===== config.mk =====
export PLATFORM = sky130hd
export DESIGN_NAME = microcode_rom_flat
export DESIGN_NICKNAME = d
export VERILOG_FILES = /design/src/rtl/microcode_rom_if.sv /design/src/rtl/microcode_rom.sv /design/src/flat_wrapper.sv
export SDC_FILE = /design/constraint.sdc
export NUM_CORES = 1
export LEC_CHECK = 0
export CELL_PAD_IN_SITES_DETAIL_PLACEMENT = 1
export CELL_PAD_IN_SITES_GLOBAL_PLACEMENT = 1
export CORE_ASPECT_RATIO = 1.5
export CORE_MARGIN = 4
export CORE_UTILIZATION = 40
export DETAILED_ROUTE_END_ITERATION = 12
export MAX_ROUTING_LAYER = met4
export PLACE_DENSITY_LB_ADDON = 0.1
export SKIP_LAST_GASP = 1
export SLEW_MARGIN = 40
export SYNTH_ARGS = -nofsm -noshare
export SYNTH_HDL_FRONTEND = slang
export SYNTH_SLANG_ARGS = --single-unit
export TNS_END_PERCENT = 100

===== constraint.sdc =====
create_clock -name clk -period 1.1 [get_ports clk]
set_input_delay 0.165 -clock clk [delete_from_list [all_inputs] [get_ports clk]]
set_output_delay 0.165 -clock clk [all_outputs]
set_load 0.005 [all_outputs]

===== src/rtl/microcode_rom_if.sv =====
// Lookup and patch bus between the control unit and the microcode store.
// The master drives the opcode and write port; the slave returns the registered control word.
interface microcode_rom_if #(
    parameter int CS_N = 1
);
    logic [3:0]    opcode;
    logic          wr_en;
    logic [3:0]    wr_addr;
    logic [CS_N:0] wr_data;
    logic [CS_N:0] control_signals;

    modport master (
        output opcode,
        output wr_en,
        output wr_addr,
        output wr_data,
        input  control_signals
    );

    modport slave (
        input  opcode,
        input  wr_en,
        input  wr_addr,
        input  wr_data,
        output control_signals
    );
endinterface


===== src/rtl/microcode_rom.sv =====
// 16-entry patchable microcode store: registered opcode -> control-word lookup,
// read-before-write on same-address patches, entry 0 pinned to all-zero.
module microcode_rom #(
    parameter int CS_N = 1
) (
    input  logic            clk,
    input  logic            reset,
    microcode_rom_if.slave  bus
);
    logic [CS_N:0] r_table [16];
    logic [CS_N:0] r_cs;
    logic          w_wr_ok;

    // Default entry i is i zero-extended or truncated to the word width.
    function automatic logic [CS_N:0] dflt(input logic [3:0] idx);
        logic [CS_N:0] v;
        v = '0;
        for (int b = 0; b <= CS_N; b++) begin
            if (b < 4) v[b] = idx[b];
        end
        return v;
    endfunction

    assign w_wr_ok = bus.wr_en && (bus.wr_addr != 4'd0);

    // Lookup reads the pre-edge contents, so a same-edge patch is seen one edge later.
    always_ff @(posedge clk or negedge reset) begin
        if (!reset) begin
            r_cs <= '0;
            for (int i = 0; i < 16; i++) begin
                r_table[i] <= dflt(4'(i));
            end
        end else begin
            r_cs <= r_table[bus.opcode];
            if (w_wr_ok) begin
                r_table[bus.wr_addr] <= bus.wr_data;
            end
        end
    end

    assign bus.control_signals = r_cs;
endmodule


===== src/flat_wrapper.sv =====
// flat-port wrapper written by rule: the top's interface ports become plain ports
module microcode_rom_flat 
#(
    parameter int CS_N = 1
)
  (clk, reset, bus_opcode, bus_wr_en, bus_wr_addr, bus_wr_data, bus_control_signals);
  microcode_rom_if #(.CS_N(CS_N)) bus_i ();
  input  logic clk;
  input  logic reset;
  input wire logic [$bits(bus_i.opcode)-1:0] bus_opcode;
  input wire logic [$bits(bus_i.wr_en)-1:0] bus_wr_en;
  input wire logic [$bits(bus_i.wr_addr)-1:0] bus_wr_addr;
  input wire logic [$bits(bus_i.wr_data)-1:0] bus_wr_data;
  output wire logic [$bits(bus_i.control_signals)-1:0] bus_control_signals;
  assign bus_i.opcode = bus_opcode;
  assign bus_i.wr_en = bus_wr_en;
  assign bus_i.wr_addr = bus_wr_addr;
  assign bus_i.wr_data = bus_wr_data;
  assign bus_control_signals = bus_i.control_signals;
  microcode_rom #(.CS_N(CS_N)) u_core (.clk(clk), .reset(reset), .bus(bus_i));
endmodule

==> flow_summary.yaml, run 1 <==
run_status:
  run_status: "complete, but fails checks"
  violations: "setup timing"
clocking:
  clk_path_buf_depth: 2
  clock_latency_ps: 280
  cts_buffers: 5
  cts_tree: "yes"
  cts.reportedPaths.clkPinSlew_ps: 60
  htreeDepth: 2
  hold_buffers: 0
  clock-root-buffer: "clkbuf_8"
  cts_sinks: 34
final_layout:
  multi_input_area_um2: 799.5
  num_antenna_cells: 0
  area_growth_pct: 26.50
  seqCellArea_um2: 870.8
  n_fill_cell: 415
  layout.nets: 157
  drive_gt1_share_pct: 51.03
  stdcell_count: 190
yosys:
  ys_seq_area_share_pct: 52.85
  synth-seq-cells: 34
  syn-instance-count: 111
  yosys_warnings: 0
  syn_area_um2: 1648
  ys_types: 19
  synth_fp_nets: 124
  postSynthAreaPerCell_um2: 14.85
timing:
  tightest_slew_ps: 251.0
  max-slew-margin-rel_pct: 83.23
  hold_viol_final: 0
  max_freq_ghz: 0.8081
  setup_viol: 2
  rsz0062_at_grt: "yes"
  finalWorstSetupSlack_ps: -137.5
  min_period_over_period_pct: 112.5
  skew_ps: 5.725
  finalCriticalPeriod_ps: 1238
  timing.final.max_slew_violations: 0
setup_path:
  r2r_cells: 3
  crit_path_start_kind: "flop"
  r2r-start: "u_core.r_table[30]$_DFFE_PN0P_"
  crit_path_end_kind: "flop"
  timing.rr.end: "u_core.bus.control_signals[0]$_DFF_PN0_"
  cp.required_ps: 1260
  worstSetupPathType: "reg2reg"
  r2r_slack_ps: -140
  crit_arrival_ps: 1400
  crit_fanout: 2
floorplanning:
  fp.dieH_um: 86.61
  die_width_um: 60.41
  ios: 15
  start_util_pct: 41.62
  row_count: 28
  dieArea_um2: 5232
  core_area_um2: 3959
power_and_ir_drop:
  clockPowerShare_pct: 25.8
  power_density_nw_per_um2: 1602
  p_seq_share_pct: 53.6
  combPwrFrac_pct: 20.6
  switching_share_pct: 24.45
  p_leak_nw: 0.8880
  netSwitchingPower_mw: 0.8165
  ir_drop_uv: 1142
  power_mw: 3.339
  p_int_mw: 2.523
flow_run:
  cap_violations: 0
global_routing:
  antenna_found_initial: 0
  grt_pass1_wl_um: 6037
  grt_pass1_vias: 1228
  grt_start_max_net_pins: 35
  grt-ovfl-total: 0
  grtUsageTotal_pct: 16.49
detailed_routing:
  ant_nets: 0
  viasPerCell: 5.432
  drtIter0Drc: 14
  drc: 0
  wl_per_cell_um: 18.82
  vias: 1032
  postRouteWirelength_um: 3575
  dr.pass1.iters: 4
place:
  hpwl_um: 2702
  globalplace.congestion: 0.7824
  io_buffer_count: 14
  place_inst: 181
worst_hold_path:
  hp-class: "in2async"
==> metrics by stage <==
step / setup WS (ps) / instance area, um^2 / hold slack, ps / TNS, ps / util, %
global route: -194.1 / 2085 / 256.7 / -356.2 / 52.65
floorplan: -64.74 / 1648 / -130.6 / -188.6 / -
finish: -137.5 / 2085 / 252.2 / -272.4 / 52.65
global placement: -613.3 / 1954 / 377.5 / -15840 / 49.37
detailed placement: -661.5 / 1954 / 375.1 / -16730 / 49.37
CTS: -150.1 / 2098 / 257.0 / -271.6 / 53.00
==> sequential cells by signal (all words and copies together), names as in the netlist <==
signal                      count
u_core.bus.control_signals      2
u_core.r_table                 32
==> synthesized netlist by cell type <==
cell type / number / share of area [%]
dfrtp_1: 18 / 27
mux2_2: 6 / 4.1
nand3_1: 5 / 1.5
nor2b_1: 2 / 0.76
a22oi_1: 2 / 0.91
or3_4: 3 / 2.0
nand3b_1: 3 / 1.4
nand2b_1: 3 / 1.1
buf_6: 1 / 0.68
mux4_1: 3 / 4.8
mux2_4: 6 / 5.5
mux2_1: 18 / 12
and3_1: 1 / 0.38
nand2_1: 3 / 0.68
clkbuf_1: 5 / 1.1
dfstp_2: 16 / 26
nor2_1: 10 / 2.3
mux4_2: 5 / 6.8
nor3b_2: 1 / 0.76
==> layout make-up <==
class | count | area share, %
timing repair buffer | 32 | 13.33
clock buffer | 8 | 3.842
sequential | 34 | 41.78
tap | 45 | 2.701
multi-input combinational | 71 | 38.36
==> cells in the final DEF, fill, tap and decap left out, types with 2 or more instances in the layout <==
master,synthesis,routed
nor2_1,10,5
nand2b_1,3,2
or3_4,3,3
buf_6,1,2
buf_2,0,2
mux4_1,3,2
clkdlybuf4s50_1,0,6
nand3b_1,3,3
clkbuf_1,5,3
dfstp_2,16,16
nor2_4,0,3
nand3_1,5,4
a22oi_2,0,2
buf_4,0,15
mux2_1,18,18
dfrtp_1,18,18
nor2_2,0,2
dlygate4sd2_1,0,3
mux2_2,6,6
nand2_1,3,3
mux4_2,5,6
clkbuf_8,0,5
mux2_4,6,6
nor2b_1,2,2
==> worst max-delay path, cell delays in order (launching register included) <==
cell and delay, ps:
dfrtp_1 380, mux4_2 470, a22oi_2 180, nand3_1 100
==> logic make-up after synthesis <==
logic type / Yosys count / synth area share (%)
mux: 38 / 33.49
compound gates: 2 / 0.9109
simple gates: 31 / 10.93
buf+inv: 6 / 1.822
flops: 34 / 52.85
==> how the worst max path moves through the flow <==
stage / startpoint / end / slack (ps) / cells after the start
CTS: u_core.r_table[31]$_DFFE_PN0P_ / u_core.bus.control_signals[1]$_DFF_PN0_ / -150 / 3
global route: u_core.r_table[31]$_DFFE_PN0P_ / u_core.bus.control_signals[1]$_DFF_PN0_ / -190 / 3
floorplan: u_core.r_table[26]$_DFFE_PN0P_ / u_core.bus.control_signals[0]$_DFF_PN0_ / -60 / 3
global placement: bus_opcode[0] / u_core.bus.control_signals[0]$_DFF_PN0_ / -610 / 5
detailed placement: bus_opcode[0] / u_core.bus.control_signals[1]$_DFF_PN0_ / -660 / 5
finish: u_core.r_table[30]$_DFFE_PN0P_ / u_core.bus.control_signals[0]$_DFF_PN0_ / -140 / 3
==> power groups by stage <==
stage	Sequential, mW	Combinational [mW]	Clock (mW)
final	1.79	0.687	0.862
after floorplan	1.72	0.425	0
after global routing	1.83	0.752	0.966
after global placement	1.80	0.647	0
after CTS	1.79	0.697	0.895
after detailed placement	1.82	0.671	0
==> routing by layer <==
layer	track usage (%)	wire length [um]	vias to the layer above
met5	-	0	-
met4	6.452	70	0
met3	3.726	163	7
met2	27.66	1945	22
met1	18.59	1395	535
li1	-	-	468
==> repair_timing <==
item,4_1_cts,5_1_grt
resized for setup,28,8
setup endpoints to repair,34,11
setup buffers,1,0
pin swaps,0,2
cloned,0,0
No activity file was read; power rests on OpenSTA's default activity.
==> run 2: changes to the inputs <==
--- a/config.mk
+++ b/config.mk
@@ -14,7 +14,7 @@
 export MAX_ROUTING_LAYER = met4
 export PLACE_DENSITY_LB_ADDON = 0.1
 export SKIP_LAST_GASP = 1
-export SLEW_MARGIN = 40
+export SLEW_MARGIN = 0
 export SYNTH_ARGS = -nofsm -noshare
 export SYNTH_HDL_FRONTEND = slang
 export SYNTH_SLANG_ARGS = --single-unit
==> results of run 2 <==
Final layout, timing and power as in run 1 (identical DEF).
